[config.mk]
export PLATFORM = sky130hd
export DESIGN_NAME = pipe_chain
export DESIGN_NICKNAME = d
export VERILOG_FILES = /design/src/rtl/pipe_chain.sv
export SDC_FILE = /design/constraint.sdc
export NUM_CORES = 1
export LEC_CHECK = 0
export CORE_ASPECT_RATIO = 1.1
export CORE_MARGIN = 2
export CORE_UTILIZATION = 47
export CTS_BUF_LIST = sky130_fd_sc_hd__clkbuf_8 sky130_fd_sc_hd__clkbuf_16
export CTS_CLUSTER_DIAMETER = 120
export DETAILED_ROUTE_END_ITERATION = 8
export GPL_TIMING_DRIVEN = 0
export PLACE_DENSITY_LB_ADDON = 0.05
export SLEW_MARGIN = 20
export SYNTH_ARGS = -nofsm -noshare
export SYNTH_HDL_FRONTEND = slang
export SYNTH_SLANG_ARGS = --single-unit
[constraint.sdc]
create_clock -name clk -period 13.8 [get_ports clk]
set_input_delay 2.76 -clock clk [delete_from_list [all_inputs] [get_ports clk]]
set_output_delay 2.76 -clock clk [all_outputs]
set_load 0.1 [all_outputs]
[src/rtl/pipe_chain.sv]
// pipe_chain: elastic chain of STAGES pipeline registers with per-stage valid bits.
//
// Ports
//   clk, rst                     clock; asynchronous active-high reset
//   in_valid / in_ready / in_data  upstream handshake into stage 0
//   hold                         load-use stall: freezes stages 0..HOLD_STAGE and
//                                injects a bubble into stage HOLD_STAGE+1
//   flush_mask                   bit i invalidates stage i at the next edge
//   out_valid / out_ready / out_data  downstream handshake from the last stage
//   stage_valid, stage_data      every stage tapped flat (stage i at [i*WIDTH +: WIDTH])
//
// Optional build macro PIPE_CHAIN_STATS_EN adds 32-bit counters retire_count,
// bubble_count and flush_count.
module pipe_chain #(
  parameter int unsigned WIDTH      = 32,
  parameter int unsigned STAGES     = 4,
  parameter int unsigned HOLD_STAGE = 1
) (
  input  logic                      clk,
  input  logic                      rst,
  input  logic                      in_valid,
  output logic                      in_ready,
  input  logic [WIDTH-1:0]          in_data,
  input  logic                      hold,
  input  logic [STAGES-1:0]         flush_mask,
  output logic                      out_valid,
  input  logic                      out_ready,
  output logic [WIDTH-1:0]          out_data,
  output logic [STAGES-1:0]         stage_valid,
  output logic [STAGES*WIDTH-1:0]   stage_data
`ifdef PIPE_CHAIN_STATS_EN
  ,
  output logic [31:0]               retire_count,
  output logic [31:0]               bubble_count,
  output logic [31:0]               flush_count
`endif
);

  logic [STAGES-1:0] v_q, v_d;
  logic [STAGES-1:0] v_pre;   // next valid before flush is applied
  logic [STAGES-1:0] leave;   // beat in stage i moves on this cycle
  logic [STAGES-1:0] acc;     // stage i can take a new beat (or bubble)
  logic [STAGES-1:0] load;    // data register i is written
  logic [WIDTH-1:0]  d_q   [STAGES];
  logic [WIDTH-1:0]  d_src [STAGES];

  // Ready chain evaluated from the output back to stage 0. Under hold the
  // frozen stages neither leave nor accept, so stage HOLD_STAGE+1 naturally
  // receives nothing (a bubble) if it can accept.
  always_comb begin
    logic acc_up;
    logic l;
    logic a;
    leave  = '0;
    acc    = '0;
    acc_up = 1'b0;
    l      = 1'b0;
    a      = 1'b0;
    for (int i = int'(STAGES) - 1; i >= 0; i--) begin
      l = (i == int'(STAGES) - 1) ? out_ready : acc_up;
      if (hold && (i <= int'(HOLD_STAGE))) begin
        l = 1'b0;
        a = 1'b0;
      end else begin
        a = !v_q[i] || l;
      end
      leave[i] = l;
      acc[i]   = a;
      acc_up   = a;
    end
  end

  always_comb begin
    v_pre    = v_q;
    load     = '0;
    d_src[0] = in_data;
    if (acc[0]) begin
      v_pre[0] = in_valid;
      load[0]  = in_valid && !flush_mask[0];
    end
    for (int i = 1; i < int'(STAGES); i++) begin
      d_src[i] = d_q[i-1];
      if (acc[i]) begin
        v_pre[i] = v_q[i-1] && leave[i-1];
        load[i]  = v_q[i-1] && leave[i-1] && !flush_mask[i];
      end
    end
    v_d = v_pre & ~flush_mask;
  end

  always_ff @(posedge clk or posedge rst) begin
    if (rst) begin
      v_q <= '0;
      for (int i = 0; i < int'(STAGES); i++) d_q[i] <= '0;
    end else begin
      v_q <= v_d;
      for (int i = 0; i < int'(STAGES); i++) begin
        if (load[i]) d_q[i] <= d_src[i];
      end
    end
  end

  assign in_ready    = acc[0];
  assign out_valid   = v_q[STAGES-1];
  assign out_data    = d_q[STAGES-1];
  assign stage_valid = v_q;

  for (genvar g = 0; g < int'(STAGES); g++) begin : g_tap
    assign stage_data[g*WIDTH +: WIDTH] = d_q[g];
  end

`ifdef PIPE_CHAIN_STATS_EN
  logic [31:0] retire_q, bubble_q, flush_q;

  always_ff @(posedge clk or posedge rst) begin
    if (rst) begin
      retire_q <= '0;
      bubble_q <= '0;
      flush_q  <= '0;
    end else begin
      if (out_valid && out_ready) retire_q <= retire_q + 32'd1;
      if (hold && acc[HOLD_STAGE+1]) bubble_q <= bubble_q + 32'd1;
      // Counts beats that would have occupied a stage, incl. a flushed input.
      flush_q <= flush_q + 32'($countones(flush_mask & v_pre));
    end
  end

  assign retire_count = retire_q;
  assign bubble_count = bubble_q;
  assign flush_count  = flush_q;
`endif

endmodule

# Word-level counts from Yosys, hierarchy flattened
# Cells that the tools add are included.
dict set report op_classes {
  n_reduce_logical 19
  order_cmp 0
  mul 0
  mux 12
  n_div 0
  addsub 0
  eq_ne 0
  shift 0
  bitwise_logic 2
}
# operator n
set op_table {}
lappend op_table {{$mux 1} 12}
lappend op_table {{$logic_not 1->1} 8}
lappend op_table {{$logic_and 1x1->1} 7}
lappend op_table {{$and 4x4->4} 1}
lappend op_table {{$logic_or 1x1->1} 4}
lappend op_table {{$not 4->4} 1}
dict set report totals {
  wordCells 38
  in_bits 41
  output_inout_bits 166
  mem_bits_rw 0
  n_memories 0
  ff_bits 132
  latch_bits 0
  romBits 0
}

# Logic depth before layout (Yosys ltp)
# Gate-level depths: netlist of the first run.
dict set report logic_depth {
  depth_word 9
  ltp_mapped 5
  mapped_depth_nobuf 3
}

# Worst setup path after synthesis of the first run
# Ideal clock, no wire load.
dict set report synth_path {
  path_kind {input port to output port}
  from {input port out_ready}
  to {output port in_ready}
  slack_ns 6.594
  t_required_ns 11.040
  arrival_time_ns 4.446
  n_path_buf 0
  path_stages 2
  cell_sequence {and4b_4 a21oi_1}
}
dict set report synth_via {
  elab_chain_cells 6
}
# element line
set synth_rtl {}
lappend synth_rtl {{start, declared} 27} ;# input logic out_ready,
lappend synth_rtl {{$logic_or 1x1->1 (3 in a row)} 65} ;# a = !v_q[i] || l;
lappend synth_rtl {{$mux 1} 61} ;# if (hold && (i <= int'(HOLD_STAGE))) begin
lappend synth_rtl {{$logic_or 1x1->1} 65}
lappend synth_rtl {{$mux 1} 61}
lappend synth_rtl {{end, declared} 22} ;# output logic in_ready,
# Every way passes these cells.

# Worst setup path after layout of the first run
# Same ends and word-level chain as after synthesis.

==> flow_metrics.tcl, run 1 <==
set metrics [dict create \
    finalSetupViolCount 0 \
    core_area_um2 11000 \
    drv_slew 0 \
    antenna_found_initial 0 \
    powerDensity_nw_per_um2 219 \
    fillers 755 \
    path_buf_inv 2 \
    hold_viol 0 \
    die_y_um 116 \
    syn_inst 328 \
    outcome "finished, final reports clean" \
    syn_area_per_cell_um2 16.3 \
    antenna_left 0 \
    timing.fmax_mhz 132 \
    hold_class "register to register" \
    r2r_slack_ns 11.85 \
    synth_area_leaders "dfrtp_1 62%, mux2_1 20%, mux2_4 8.4%" \
    reg2regPathDepth 4 \
    ctsHtreeMaxLevel 4 \
    holdBufCountCts 0 \
    irDropWorstVdd_mv 0.144 \
    grt_pass1_vias 3627 \
    required_ns 11.04 \
    grt-ovfl-total 0 \
    cap_viol_max_count 0 \
    clockBufferDepth 2 \
    clkTransAtPathRegs_ns 0.05 \
    cp-start-kind "input pin" \
    path_depth 4 \
    slowest_delay_ns 1.17 \
    layout-area-overhead-vs-synth_pct 53.8 \
    finalWirelength_mm 12.1 \
    num_antenna_cells 0 \
    cts_tree "built" \
    synth_top_area_share_pct 61.8 \
    cp_cell_sequence "clkdlybuf4s50_1 -> and4b_4 -> a21oi_1 -> clkdlybuf4s50_1" \
    clk_latency_ns 0.41 \
    die_area_um2 12200 \
    numCtsBuffers 17 \
    routedWlPerCell_um 17.0 \
    yosysTopAreaCell "dfrtp_1" \
    finalCritPeriodShare_pct 54.9 \
    post_cts_buffers 0 \
    portBuffers 206 \
    leakagePower_nw 3.90 \
    netlist_area_um2 5340 \
    crit_type "input pin to output port" \
    rows 40 \
    die_w_um 106 \
    syn_nets 369 \
    grt_usage_pct 20.7 \
    drive_gt1_share_pct 20.1 \
    worst_slew_pin_slew_ns 1.03 \
    cp-endpoint "in_ready" \
    cp_common_cell "clkdlybuf4s50_1" \
    crit_family "buffers and inverters" \
    synth_warnings 0 \
    worstSetupStartpoint "out_ready" \
    worstPathMaxFanout 4 \
    rsz0062_at_grt "no" \
    fin_skew_ns 0.00880 \
    vias 3448 \
    final_common_cell "clkdlybuf4s50_1" \
    cts-root-buf "clkbuf_16" \
    reg2reg_from "stage_valid[2]" \
    vias_per_cell 4.83 \
    layout_common_cells "206 x clkdlybuf4s50_1, 132 x dfrtp_1, 94 x mux2_1, 33 x buf_4, 30 x mux2_4" \
    finalNetCount 595 \
    ys_ff_latch 132 \
    drcViolationCount 0 \
    grt_pass1_wl_mm 19.1 \
    utilization_pct 74.6 \
    grt_max_degree 82 \
    ys_seq_area_share_pct 61.8 \
    relSlewSlack_pct 31.4 \
    clock_sinks 132 \
    hpwl_mm 8.63 \
    dr.pass1.iters 4 \
    first_iter_violations 96 \
    ys_types 20 \
    endpoint_kind "output port" \
    cts_resized 0 \
    cp.arrival_ns 4.82 \
    min_period_ns 7.58 \
    tns_ns 0 \
    place.gp.congestion 0.747 \
    pin_count 207 \
    start_util_pct 48.5 \
    worstReg2RegEnd "stage_data[18]" \
    cpMaxStageDelayCell "clkdlybuf4s50_1" \
]
report_power, final:
part | internal [mW] | switching [mW]
logic | 0.201 | 0.637
registers | 0.461 | 0.0560
clock network | 0.290 | 0.159
total | 0.951 | 0.851
per-layer routing:
metal	GRT usage (%)	part of all wire [%]
met1	24.6	40
met2	34.8	51
met3	7.82	7.5
met4	7.28	1.2
met5	0	0
worst min-delay path by stage:
stage | start | to | cells past startpoint
floorplan | stage_valid[2] | stage_valid[2] | 2
global placement | stage_data[69] | out_data[5] | 1
detailed placement | stage_data[75] | out_data[11] | 1
CTS | stage_data[93] | out_data[29] | 1
global route | stage_data[3] | stage_data[3] | 1
finish | stage_data[93] | out_data[29] | 1
final cells by class:
| cell class | count | area [µm²] | area share [%] |
|---|---|---|---|
| repair buffers | 207 | 2090 | 25.4 |
| inverters | 1 | 11.3 | 0.137 |
| clock buffers | 19 | 453 | 5.51 |
| plain buffers | 48 | 359 | 4.37 |
| flip-flops and latches | 132 | 3300 | 40.2 |
| well taps | 147 | 184 | 2.24 |
| multi-input cells | 147 | 1680 | 20.4 |
| clock inverters | 13 | 141 | 1.72 |
cells in the mapped netlist, drive strengths merged:
cell	n
nand2b	3
a211oi	1
or3b	1
nand2	1
a21oi	4
buf	47
nor2	2
nor2b	1
inv	1
clkbuf	1
and4b	1
dfrtp	132
mux2	128
and3b	1
or3	2
o21ai	2
stage by stage:
| step | setup slack (ns) | std cells | total power, mW | hold slack [ns] | area [µm²] |
|---|---|---|---|---|---|
| floorplan | 6.59 | 328 | 1.16 | 0.992 | 5340 |
| global placement | 5.77 | 681 | 1.35 | 0.488 | 7590 |
| detailed placement | 6.23 | 682 | 1.36 | 0.499 | 7620 |
| CTS | 6.23 | 714 | 1.82 | 0.510 | 8220 |
| global route | 6.19 | 714 | 1.86 | 0.526 | 8220 |
| finish | 6.22 | 714 | 1.80 | 0.499 | 8220 |
state kept, by name, indices dropped and copies added (netlist names):
name / cells
stage_data: 96
stage_valid: 4
out_data: 32
cells by family (layout without fill, tap and decap cells):
kind of cell / after synthesis / after routing / synth area share (%)
AO/OA/AOI/OAI: 7 / 7 / 0.796
buffers and inverters: 49 / 288 / 6.79
flip-flops: 132 / 132 / 61.8
multiplexers: 128 / 128 / 29.1
AND/OR/NAND/NOR: 12 / 12 / 1.50
worst register-to-register path: cells and delay by family (launching register included):
kind	cells	cell delay [ns]
muxes	1	0.37
buffers and inverters	1	0.38
DFF	1	0.43
AOI/OAI and AO/OA	1	0.39
and+or+nand+nor	1	0.25
No activity file was read; power rests on OpenSTA's default activity.
==> inputs of run 2 (changes only) <==
- CORE_UTILIZATION: 47 -> 40
- clock period: 13.8 -> 6.75 ns (I/O delays scaled with it)
==> flow_metrics.tcl, run 2 (synthesis gave the netlist of run 1 again) <==
set metrics [dict create \
    outcome "finished, final reports clean" \
    grt_pass1_wl_mm 19.4 \
    top_layer_used "met4" \
    first_iter_violations 64 \
    portBuffers 206 \
    min_period_ns 4.74 \
    utilization_pct 63.1 \
    hpwl_mm 8.77 \
    powerDensity_nw_per_um2 450 \
    largest_reg_flops 96 \
    relSlewSlack_pct 30.6 \
    holdBufCountCts 0 \
    place_area_um2 7640 \
    cts-root-buf "clkbuf_16" \
    cp_common_cell "clkdlybuf4s50_1" \
    wl_met1_mm 5.05 \
    vias_per_cell 4.70 \
    cp_cell_sequence "clkdlybuf4s50_1 -> and4b_4 -> a21oi_1 -> clkdlybuf4s50_1" \
    holdWs_ns 0.504 \
    place_inst 696 \
    die_w_um 114 \
    crit_type "input pin to output port" \
    rsz0062_at_grt "no" \
    finalSetupViolCount 0 \
    final_common_cell "clkdlybuf4s50_1" \
    cap_viol_max_count 0 \
    ctsHtreeMaxLevel 4 \
    grt_usage_pct 18.0 \
    power_mw 3.73 \
    finalNetCount 595 \
    finalWirelength_mm 12.2 \
    route.met3.wl_um 831 \
    drcViolationCount 0 \
    antenna_found_initial 0 \
    die_area_um2 14300 \
    antenna_left 0 \
    start_util_pct 40.8 \
    die_y_um 125 \
    clk_latency_ns 0.41 \
    holdPathStages 1 \
    grt-ovfl-total 0 \
    setup_slack_ns 2.01 \
    place.gp.congestion 0.724 \
    dr.pass1.iters 4 \
    wl_met2_mm 5.98 \
    irDropWorstVdd_mv 0.287 \
    hold_class "register to register" \
    layout-area-overhead-vs-synth_pct 54.8 \
    timing.fmax_mhz 211 \
    vias 3421 \
    finalCritPeriodShare_pct 70.3 \
    grt_pass1_vias 3702 \
    post_cts_buffers 0 \
    endpoint_kind "output port" \
    required_ns 5.40 \
    tns_ns 0 \
    cpMaxStageDelayCell "clkdlybuf4s50_1" \
    clkTransAtPathRegs_ns 0.05 \
    layout_common_cells "206 x clkdlybuf4s50_1, 132 x dfrtp_1, 94 x mux2_1, 33 x buf_4, 30 x mux2_4" \
    pin_count 207 \
    finalInstanceArea_um2 8270 \
    fin_cells 728 \
    clockBufferDepth 2 \
    fin_skew_ns 0.00561 \
    clock_sinks 132 \
    rows 44 \
    cts_tree "built" \
    cp-start-kind "input pin" \
    hold_viol 0 \
    grt_max_degree 81 \
    drive_gt1_share_pct 20.5 \
    numCtsBuffers 17 \
    leakagePower_nw 3.91 \
    dp_slack_ns 1.99 \
    slowest_delay_ns 1.16 \
    reg2regPathDepth 4 \
    drv_slew 0 \
    cts_resized 0 \
    worst_slew_pin_slew_ns 1.04 \
    worstPathMaxFanout 4 \
    routedWlPerCell_um 16.8 \
    num_antenna_cells 0 \
    core_area_um2 13100 \
    cp.arrival_ns 3.39 \
]
run 2: cell count changes in the layout (fill, tap and decap cells not counted):
cell and delta:
inv_1 -2, clkbuf_8 +4, clkinv_2 -2
run 2: routing by layer:
metal,GRT usage (%),vias to the layer above
li1,-,1560
met1,21.1,1707
met2,29.3,131
met3,5.82,23
met4,9.54,0
met5,0,-
run 2: report_power, final:
part	total (mW)	switching (mW)	leakage (nW)	internal, mW
registers	1.05	0.112	1.71	0.942
clock network	0.960	0.324	0.312	0.636
logic	1.71	1.30	1.89	0.410
total	3.73	1.74	3.91	1.99
run 2: worst paths after layout:
kind                                start        endpoint  slack [ns]
setup / recovery                out_ready        in_ready        2.01
hold / removal             stage_data[80]    out_data[16]        0.50
setup reg to reg           stage_valid[2]  stage_data[26]        4.81
hold reg to reg            stage_data[80]    out_data[16]        0.50
max in group asynchronous             rst   stage_data[0]        4.70
min in group asynchronous             rst  stage_data[50]        1.35
run 2: layout make-up:
cell class | instances | area [µm²]
Multi-Input combinational cell | 147 | 1680
Clock inverter | 9 | 124
Inverter | 1 | 11.3
Fill cell | 1072 | 4830
Sequential cell | 132 | 3300
Clock buffer | 23 | 508
Timing Repair Buffer | 207 | 2090
Buffer | 48 | 359
Tap cell | 161 | 201
run 2: critical path: cells and delay by family:
| kind | cells | cell delay (ns) |
|---|---|---|
| AO/OA/AOI/OAI | 1 | 0.14 |
| AND/OR/NAND/NOR | 1 | 0.23 |
| buffers and inverters | 2 | 1.67 |
==> inputs of run 3 (changes only) <==
- clock period: 6.75 -> 3.8 ns (I/O delays scaled with it)
==> flow_metrics.tcl, run 3 (synthesis gave the netlist of run 1 again) <==
set metrics [dict create \
    largest_reg_flops 96 \
    antenna_left 0 \
    relSlewSlack_pct 31.0 \
    min_to "out_data[30]" \
    cpMaxStageDelayCell "clkdlybuf4s50_1" \
    reg2reg_from "stage_valid[2]" \
    die_y_um 125 \
    leakagePower_nw 3.93 \
    layout-area-overhead-vs-synth_pct 55.9 \
    drcViolationCount 0 \
    vias 3422 \
    post_cts_buffers 0 \
    ctsHtreeMaxLevel 4 \
    cts-root-buf "clkbuf_16" \
    cts_resized 0 \
    holdBufCountCts 0 \
    antenna_found_initial 0 \
    grt-ovfl-total 0 \
    worst_slew_pin_slew_ns 1.03 \
    outcome "finished, final reports clean" \
    slowest_delay_ns 1.15 \
    fin_skew_ns 0.00584 \
    die_w_um 114 \
    dr.pass1.iters 4 \
    finalWirelength_mm 12.1 \
    cp-start-kind "input pin" \
    holdWs_ns 0.505 \
    clock_sinks 132 \
    rsz0062_at_grt "no" \
    place.gp.congestion 0.748 \
    cp.arrival_ns 2.75 \
    clk_latency_ns 0.41 \
    crit_type "input pin to output port" \
    worstSetupStartpoint "out_ready" \
    hold_class "register to register" \
    worstReg2RegEnd "stage_data[2]" \
    grt_usage_pct 17.8 \
    first_iter_violations 80 \
    drive_gt1_share_pct 21.1 \
    routedWlPerCell_um 16.5 \
    cap_viol_max_count 0 \
    timing.fmax_mhz 285 \
    required_ns 3.04 \
    pin_count 207 \
    tns_ns 0 \
    grt_pass1_vias 3635 \
    drv_slew 0 \
    numCtsBuffers 17 \
    holdPathStages 1 \
    finalNetCount 598 \
    cts_tree "built" \
    num_antenna_cells 0 \
    finalCritPeriodShare_pct 92.5 \
    grt_pass1_wl_mm 19.2 \
    portBuffers 206 \
    r2r_slack_ns 1.85 \
    start_util_pct 40.8 \
    die_area_um2 14300 \
    hpwl_mm 8.77 \
    reg2regPathDepth 4 \
    min_period_ns 3.51 \
    endpoint_kind "output port" \
    irDropWorstVdd_mv 0.447 \
    clkTransAtPathRegs_ns 0.06 \
    clockBufferDepth 2 \
    layout_common_cells "206 x clkdlybuf4s50_1, 132 x dfrtp_1, 94 x mux2_1, 33 x buf_4, 30 x mux2_4" \
    core_area_um2 13100 \
    vias_per_cell 4.68 \
    grt_max_degree 33 \
    hold_viol 0 \
    rows 44 \
    powerDensity_nw_per_um2 798 \
    hold_start "stage_data[94]" \
    cp_common_cell "clkdlybuf4s50_1" \
    final_common_cell "clkdlybuf4s50_1" \
    cp_cell_sequence "clkdlybuf4s50_1 -> and4b_4 -> a21oi_1 -> clkdlybuf4s50_1" \
    finalSetupViolCount 0 \
    worstPathMaxFanout 4 \
]
[run 3: cell count changes in the layout (fill, tap and decap cells not counted)]
cell / change
clkbuf_8: -4
buf_12: +3
inv_1: -1
bufinv_16: +1
clkinvlp_4: +1
clkinv_2: +1
clkinv_4: +3
inv_8: -1
[run 3: worst max path at each step]
stage / endpoint / slack [ns] / depth (start not counted)
2_1_floorplan: in_ready / 0.38 / 2
3_3_place_gp: stage_data[25] / 0.21 / 2
3_5_place_dp: in_ready / 0.30 / 4
4_1_cts: in_ready / 0.28 / 4
5_1_grt: in_ready / 0.23 / 4
6_report: in_ready / 0.29 / 4
[run 3: metal layers]
metal / up-vias / global-route usage [%] / part of all wire [%]
met2: 126 / 28.1 / 49
met4: 0 / 8.54 / 2.2
met5: - / 0 / 0
li1: 1570 / - / -
met3: 19 / 5.96 / 6.7
met1: 1707 / 22.0 / 42
[run 3: worst max-delay path: cells and delay by family]
family	cells	cell delay, ns
compound gates	1	0.14
buf+inv	2	1.63
simple gates	1	0.22
[run 3: stage by stage]
stage / setup WS (ns) / utilization (%) / cell area (µm²) / power, mW / cells
5_1_grt: 0.229 / 63.6 / 8330 / 6.86 / 731
3_3_place_gp: 0.209 / 58.1 / 7610 / 4.92 / 695
4_1_cts: 0.283 / 63.6 / 8330 / 6.71 / 731
2_1_floorplan: 0.382 / - / 5350 / 4.21 / 328
6_report: 0.286 / 63.6 / 8330 / 6.65 / 731
3_5_place_dp: 0.298 / 58.7 / 7700 / 4.96 / 699
[run 3: final cells by class]
class,instances,area (µm²)
plain buffers,48,359
clock inverters,13,181
well taps,161,201
inverters,1,7.51
multi-input cells,147,1680
repair buffers,210,2150
fillers,1023,4770
flip-flops and latches,132,3300
clock buffers,19,453
[run 3: where the power goes]
part | internal, mW | switching (mW)
sequential | 1.67 | 0.199
combinational | 0.734 | 2.31
clock | 1.13 | 0.598
total | 3.54 | 3.11
